$ cat src/rtl/div_clk_monitor_pkg.sv
// Shared definitions for the divided-clock monitor: FSM encoding, default
// parameter values and the period tolerance helper.
package div_clk_monitor_pkg;

  localparam int unsigned DIV_DEF      = 31;
  localparam int unsigned TOL_DEF      = 0;
  localparam int unsigned LOCK_CNT_DEF = 4;
  localparam int unsigned CW_DEF       = 8;

  typedef enum logic [1:0] {
    IDLE      = 2'd0,
    WAIT_EDGE = 2'd1,
    MEASURE   = 2'd2,
    LOCKED    = 2'd3
  } state_e;

  // True when a measured interval lies within +/-tol of the target.
  function automatic logic within_tol(input int unsigned meas,
                                      input int unsigned target,
                                      input int unsigned tol);
    int unsigned diff;
    diff = (meas >= target) ? (meas - target) : (target - meas);
    return (diff <= tol);
  endfunction

endpackage

$ cat src/rtl/sync_2ff.sv
// Two-flop synchronizer bringing the asynchronous divided clock into the clk
// domain; both stages clear on reset so no stale edge survives a reset.
module sync_2ff (
  input  logic clk,
  input  logic reset,
  input  logic d,
  output logic q
);

  logic meta_q;

  always_ff @(posedge clk or negedge reset) begin
    if (!reset) begin
      meta_q <= 1'b0;
      q      <= 1'b0;
    end else begin
      meta_q <= d;
      q      <= meta_q;
    end
  end

endmodule

$ cat src/rtl/div_clk_monitor.sv
// Measures period and high phase of a divided clock, declares lock after a run
// of in-tolerance periods and raises a sticky error on drift or a stalled input.
module div_clk_monitor
  import div_clk_monitor_pkg::*;
#(
  parameter int unsigned DIV      = DIV_DEF,
  parameter int unsigned TOL      = TOL_DEF,
  parameter int unsigned LOCK_CNT = LOCK_CNT_DEF,
  parameter int unsigned CW       = CW_DEF
) (
  input  logic          clk,
  input  logic          reset,
  input  logic          en,
  input  logic          din,
  output logic [CW-1:0] period,
  output logic [CW-1:0] high_time,
  output logic          meas_valid,
  output logic          locked,
  output logic          err
);

  localparam int unsigned   GW       = $clog2(LOCK_CNT + 1);
  localparam logic [CW-1:0] CNT_MAX  = '1;
  localparam logic [CW-1:0] CNT_TO   = CNT_MAX - CW'(1);
  localparam logic [GW-1:0] GOOD_MAX = GW'(LOCK_CNT);

  state_e        state_q, state_d;
  logic          din_s;
  logic          din_d_q;
  logic          rise_c;
  logic          fall_c;
  logic          period_good_c;
  logic [CW-1:0] cnt_q, cnt_d;
  logic [CW-1:0] hi_q, hi_d;
  logic [GW-1:0] good_q, good_d;
  logic [CW-1:0] period_q, period_d;
  logic [CW-1:0] high_q, high_d;
  logic          mv_q, mv_d;
  logic          locked_q, locked_d;
  logic          err_q, err_d;

  sync_2ff u_sync (
    .clk   (clk),
    .reset (reset),
    .d     (din),
    .q     (din_s)
  );

  // Edge detection against the registered copy of the synchronized input.
  assign rise_c        = din_s & ~din_d_q;
  assign fall_c        = ~din_s & din_d_q;
  assign period_good_c = within_tol(32'(cnt_q), DIV, TOL);

  always_ff @(posedge clk or negedge reset) begin
    if (!reset) begin
      state_q  <= IDLE;
      din_d_q  <= 1'b0;
      cnt_q    <= '0;
      hi_q     <= '0;
      good_q   <= '0;
      period_q <= '0;
      high_q   <= '0;
      mv_q     <= 1'b0;
      locked_q <= 1'b0;
      err_q    <= 1'b0;
    end else begin
      state_q  <= state_d;
      din_d_q  <= din_s;
      cnt_q    <= cnt_d;
      hi_q     <= hi_d;
      good_q   <= good_d;
      period_q <= period_d;
      high_q   <= high_d;
      mv_q     <= mv_d;
      locked_q <= locked_d;
      err_q    <= err_d;
    end
  end

  always_comb begin
    state_d  = state_q;
    cnt_d    = cnt_q;
    hi_d     = hi_q;
    good_d   = good_q;
    period_d = period_q;
    high_d   = high_q;
    mv_d     = 1'b0;
    locked_d = locked_q;
    err_d    = err_q;

    // Interval counter restarts at 1 on each rise and saturates instead of wrapping.
    if (rise_c) begin
      cnt_d = CW'(1);
    end else if (cnt_q != CNT_MAX) begin
      cnt_d = cnt_q + CW'(1);
    end

    if (rise_c) begin
      hi_d = CW'(1);
    end else if (fall_c) begin
      hi_d = hi_q;
    end else if (din_s && (hi_q != CNT_MAX)) begin
      hi_d = hi_q + CW'(1);
    end

    unique case (state_q)
      IDLE: begin
        cnt_d    = '0;
        hi_d     = '0;
        good_d   = '0;
        locked_d = 1'b0;
        err_d    = 1'b0;
        state_d  = WAIT_EDGE;
      end

      WAIT_EDGE: begin
        if (rise_c) begin
          state_d = MEASURE;
        end
      end

      MEASURE, LOCKED: begin
        if (rise_c) begin
          period_d = cnt_q;
          high_d   = hi_q;
          mv_d     = 1'b1;
          if (period_good_c) begin
            good_d = (good_q == GOOD_MAX) ? good_q : (good_q + GW'(1));
            if (good_d == GOOD_MAX) begin
              locked_d = 1'b1;
              state_d  = LOCKED;
            end
          end else begin
            good_d = '0;
            if (state_q == LOCKED) begin
              err_d    = 1'b1;
              locked_d = 1'b0;
              state_d  = MEASURE;
            end
          end
        end else if (cnt_q == CNT_TO) begin
          // Counter is about to hit its ceiling with no edge: input has stalled.
          err_d    = 1'b1;
          locked_d = 1'b0;
          good_d   = '0;
          state_d  = WAIT_EDGE;
        end
      end

      default: begin
        state_d = IDLE;
      end
    endcase

    // Disable overrides any edge or timeout seen in the same cycle.
    if (!en) begin
      state_d  = IDLE;
      cnt_d    = '0;
      hi_d     = '0;
      good_d   = '0;
      period_d = period_q;
      high_d   = high_q;
      mv_d     = 1'b0;
      locked_d = 1'b0;
      err_d    = 1'b0;
    end
  end

  assign period     = period_q;
  assign high_time  = high_q;
  assign meas_valid = mv_q;
  assign locked     = locked_q;
  assign err        = err_q;

endmodule

$ cat config.mk
export PLATFORM = sky130hd
export DESIGN_NAME = div_clk_monitor
export DESIGN_NICKNAME = d
export VERILOG_FILES = /design/src/rtl/div_clk_monitor_pkg.sv /design/src/rtl/sync_2ff.sv /design/src/rtl/div_clk_monitor.sv
export SDC_FILE = /design/constraint.sdc
export NUM_CORES = 1
export LEC_CHECK = 0
export BUFFER_PORTS_ARGS = -buffer_cell sky130_fd_sc_hd__buf_2
export CAP_MARGIN = 20
export CELL_PAD_IN_SITES_DETAIL_PLACEMENT = 1
export CELL_PAD_IN_SITES_GLOBAL_PLACEMENT = 1
export CORE_AREA = 2 2 66 84
export DETAILED_ROUTE_END_ITERATION = 10
export DIE_AREA = 0 0 68 86
export PLACE_DENSITY = 0.73
export SYNTH_ARGS = -nofsm -noshare
export SYNTH_HDL_FRONTEND = slang
export SYNTH_HIERARCHICAL = 1
export SYNTH_SLANG_ARGS = --single-unit
$ cat constraint.sdc
create_clock -name clk -period 2.8 [get_ports clk]
set_input_delay 0.14 -clock clk [delete_from_list [all_inputs] [get_ports clk]]
set_output_delay 0.14 -clock clk [all_outputs]
set_load 0.05 [all_outputs]
==> qor.yml <==
outcome:
  status: "finished clean"
timing:
  timing.final.max_slew_violations: 0
  setup_ws_ns: 0.315
  period_minus_slack_ns: 2.49
  tns_ns: 0
  tightestPinTransition_ns: 0.496
  rsz0062_at_grt: "no"
  final.period_utilization: 0.888
  setup_viol: 0
  finalClockSkew_ns: 0.00642
  relSlewSlack: 0.670
  maxClockFrequency_ghz: 0.402
  finalHoldViolCount: 0
pwr:
  irDropWorstVdd_mv: 0.297
  powerDensity_nw_per_um2: 539
  power_leakage_nw: 1.22
  p_total_mw: 1.34
detailed_routing:
  antenna_left: 0
  wl_per_cell_um: 15.0
  drt_drc_violations_left: 0
  drt-total-wl_um: 4750
  first_pass_iters: 4
  routed_via_density: 5.27
  num_vias: 1672
  dr.first_iter.drc_count: 52
synthesis:
  ys_types: 47
  synthFlopType: "dfrtp_1"
  syn-num-nets: 243
  yosysWarnings: 6
  syn_area_um2: 2190
  synth_area_leaders: "dfrtp_1 (49%), nand2_1 (8.7%), ha_1 (5.7%), a21oi_1 (2.7%), xnor2_1 (2.4%)"
  netlist.area_leader.share: 0.491
  syn_inst: 229
  synth_edf_count: 0
  synthArstFlopShare: 1.00
  synth-seq-area-share: 0.491
  avgSynthCellArea_um2: 9.57
  netlist.top_cell.by_area: "dfrtp_1"
  ys_ff_latch: 43
placement:
  gp_congestion: 0.809
  io_buffers: 22
  hpwl_um: 3350
  post-place-ws_ns: 0.329
  placed_cell_area_um2: 2360
floorplanning:
  fp.dieH_um: 86
  core_area_um2: 5010
  fp-row-count: 29
  ios: 23
  initial_core_util: 0.438
  die-area_um2: 5850
  fp.dieW_um: 68
clock_network:
  cts_resized: 0
  clock_path_buffers: 2
  clkLatencyLatePin_ns: 0.29
  tritoncts: "yes"
  cts.sinks: 43
  path_clk_slew_ns: 0.08
  cts_htree_levels: 2
  cts_buffers: 5
  cts_root_buf: "clkbuf_8"
  hold_buffers: 1
  cts_setup_buffers: 0
final_layout:
  final_util: 0.497
  final_cell_mix: "nand2_1 (51), dfrtp_1 (43), buf_2 (22)"
  layout_commonest_cell: "nand2_1"
  synthToLayoutAreaGrowth_pct: 13.5
  drive_gt1_frac: 0.165
  final_cell_area_um2: 2490
  diodes: 0
  finalNetCount: 270
setup_path:
  cp-start-kind: "flip-flop"
  critPathArrivalTime_ns: 2.67
  crit_fanout: 9
  critical_path_class: "reg -> reg"
  worstSetupEndpointType: "flip-flop"
  required_ns: 2.99
global_route:
  grt_util_all_layers: 0.193
  grt_pass1_vias: 1797
  grt_pass1_wl_um: 8610
  grt_max_degree: 44
  antenna_found_initial: 0
  grt_overflow: 0
worst_hold_path:
  hp-class: "in -> reg"
job:
  maxCapViolations: 0
## path summary, 6_finish.rpt
check / startpoint / end / slack [ns] / cells past startpoint
max: cnt_q[5]$_DFFE_PN0P_ / state_q[1]$_DFFE_PN0P_ / 0.31 / 9
min reg2reg: u_sync/meta_q$_DFF_PN0_ / u_sync/q$_DFF_PN0_ / 0.36 / 0
max reg2reg: cnt_q[5]$_DFFE_PN0P_ / state_q[1]$_DFFE_PN0P_ / 0.31 / 9
min: en / err$_DFFE_PN0P_ / 0.13 / 2
min in group asynchronous: reset / cnt_q[4]$_DFFE_PN0P_ / 0.35 / 2
max in group asynchronous: reset / u_sync/meta_q$_DFF_PN0_ / 1.97 / 3
## metrics by stage
step,cells,hold WS (ns)
2_1_floorplan,229,-0.156
3_3_place_gp,308,0.248
3_5_place_dp,308,0.250
4_1_cts,315,0.0370
5_1_grt,317,0.132
6_report,317,0.131
## per-layer routing
metal,vias to the layer above,wire length (um),track usage
li1,830,-,-
met1,816,2270,0.257
met2,24,2300,0.311
met3,2,154,0.0446
met4,0,29,0.0545
met5,-,0,0
## report_power, final
part | internal (mW) | total (mW) | switching (mW)
Combinational | 0.0845 | 0.263 | 0.178
Clock | 0.166 | 0.373 | 0.207
Sequential | 0.662 | 0.705 | 0.0431
Total | 0.912 | 1.34 | 0.428
## synthesized netlist by cell type (2+ instances only)
cell,instances
nor2_1,13
xor2_1,5
ha_1,10
clkbuf_1,7
inv_1,11
o21ai_0,10
nand3b_1,2
dfrtp_1,43
o211ai_1,2
mux2i_1,2
and3_1,2
xnor2_1,6
and3_2,2
a32o_1,2
nand2b_1,3
nand3_1,8
and2_2,2
a31oi_1,3
nor3_1,5
a21oi_1,12
nand2_1,51
nor2b_1,3
## kinds of logic (layout without fill, tap and decap cells)
kind of cell / after synthesis / in the layout / share of synthesized area
flops: 43 / 43 / 0.491
simple gates: 99 / 99 / 0.209
fa+ha+maj: 10 / 10 / 0.0571
mux: 2 / 2 / 0.00913
xor+xnor: 12 / 12 / 0.0514
buf+inv: 19 / 45 / 0.0360
compound gates: 44 / 44 / 0.147
## registers in the layout (all words and copies together) (netlist names)
| name | count |
|---|---|
| u_sync/q | 1 |
| din_d_q | 1 |
| hi_q | 8 |
| period | 8 |
| cnt_q | 8 |
| meas_valid | 1 |
| good_q | 3 |
| state_q | 2 |
| u_sync/meta_q | 1 |
| err | 1 |
| high_time | 8 |
| locked | 1 |
## critical path, cell delays in order, from the launching register on
cell,delay [ns]
dfrtp_1,0.51
inv_1,0.13
ha_1,0.26
ha_1,0.28
nor4_1,0.18
and4b_1,0.22
nand3_1,0.16
o31a_1,0.18
o21a_1,0.21
a32o_1,0.24
## cell type report
cell class | count | area [um2]
fillers | 589 | 2520
flip-flops and latches | 43 | 1080
multi-input cells | 167 | 1040
repair buffers | 28 | 180
well taps | 62 | 77.6
clock buffers | 5 | 68.8
inverters | 11 | 41.3
clock inverters | 1 | 7.51
(Power assumes the default switching activity.)
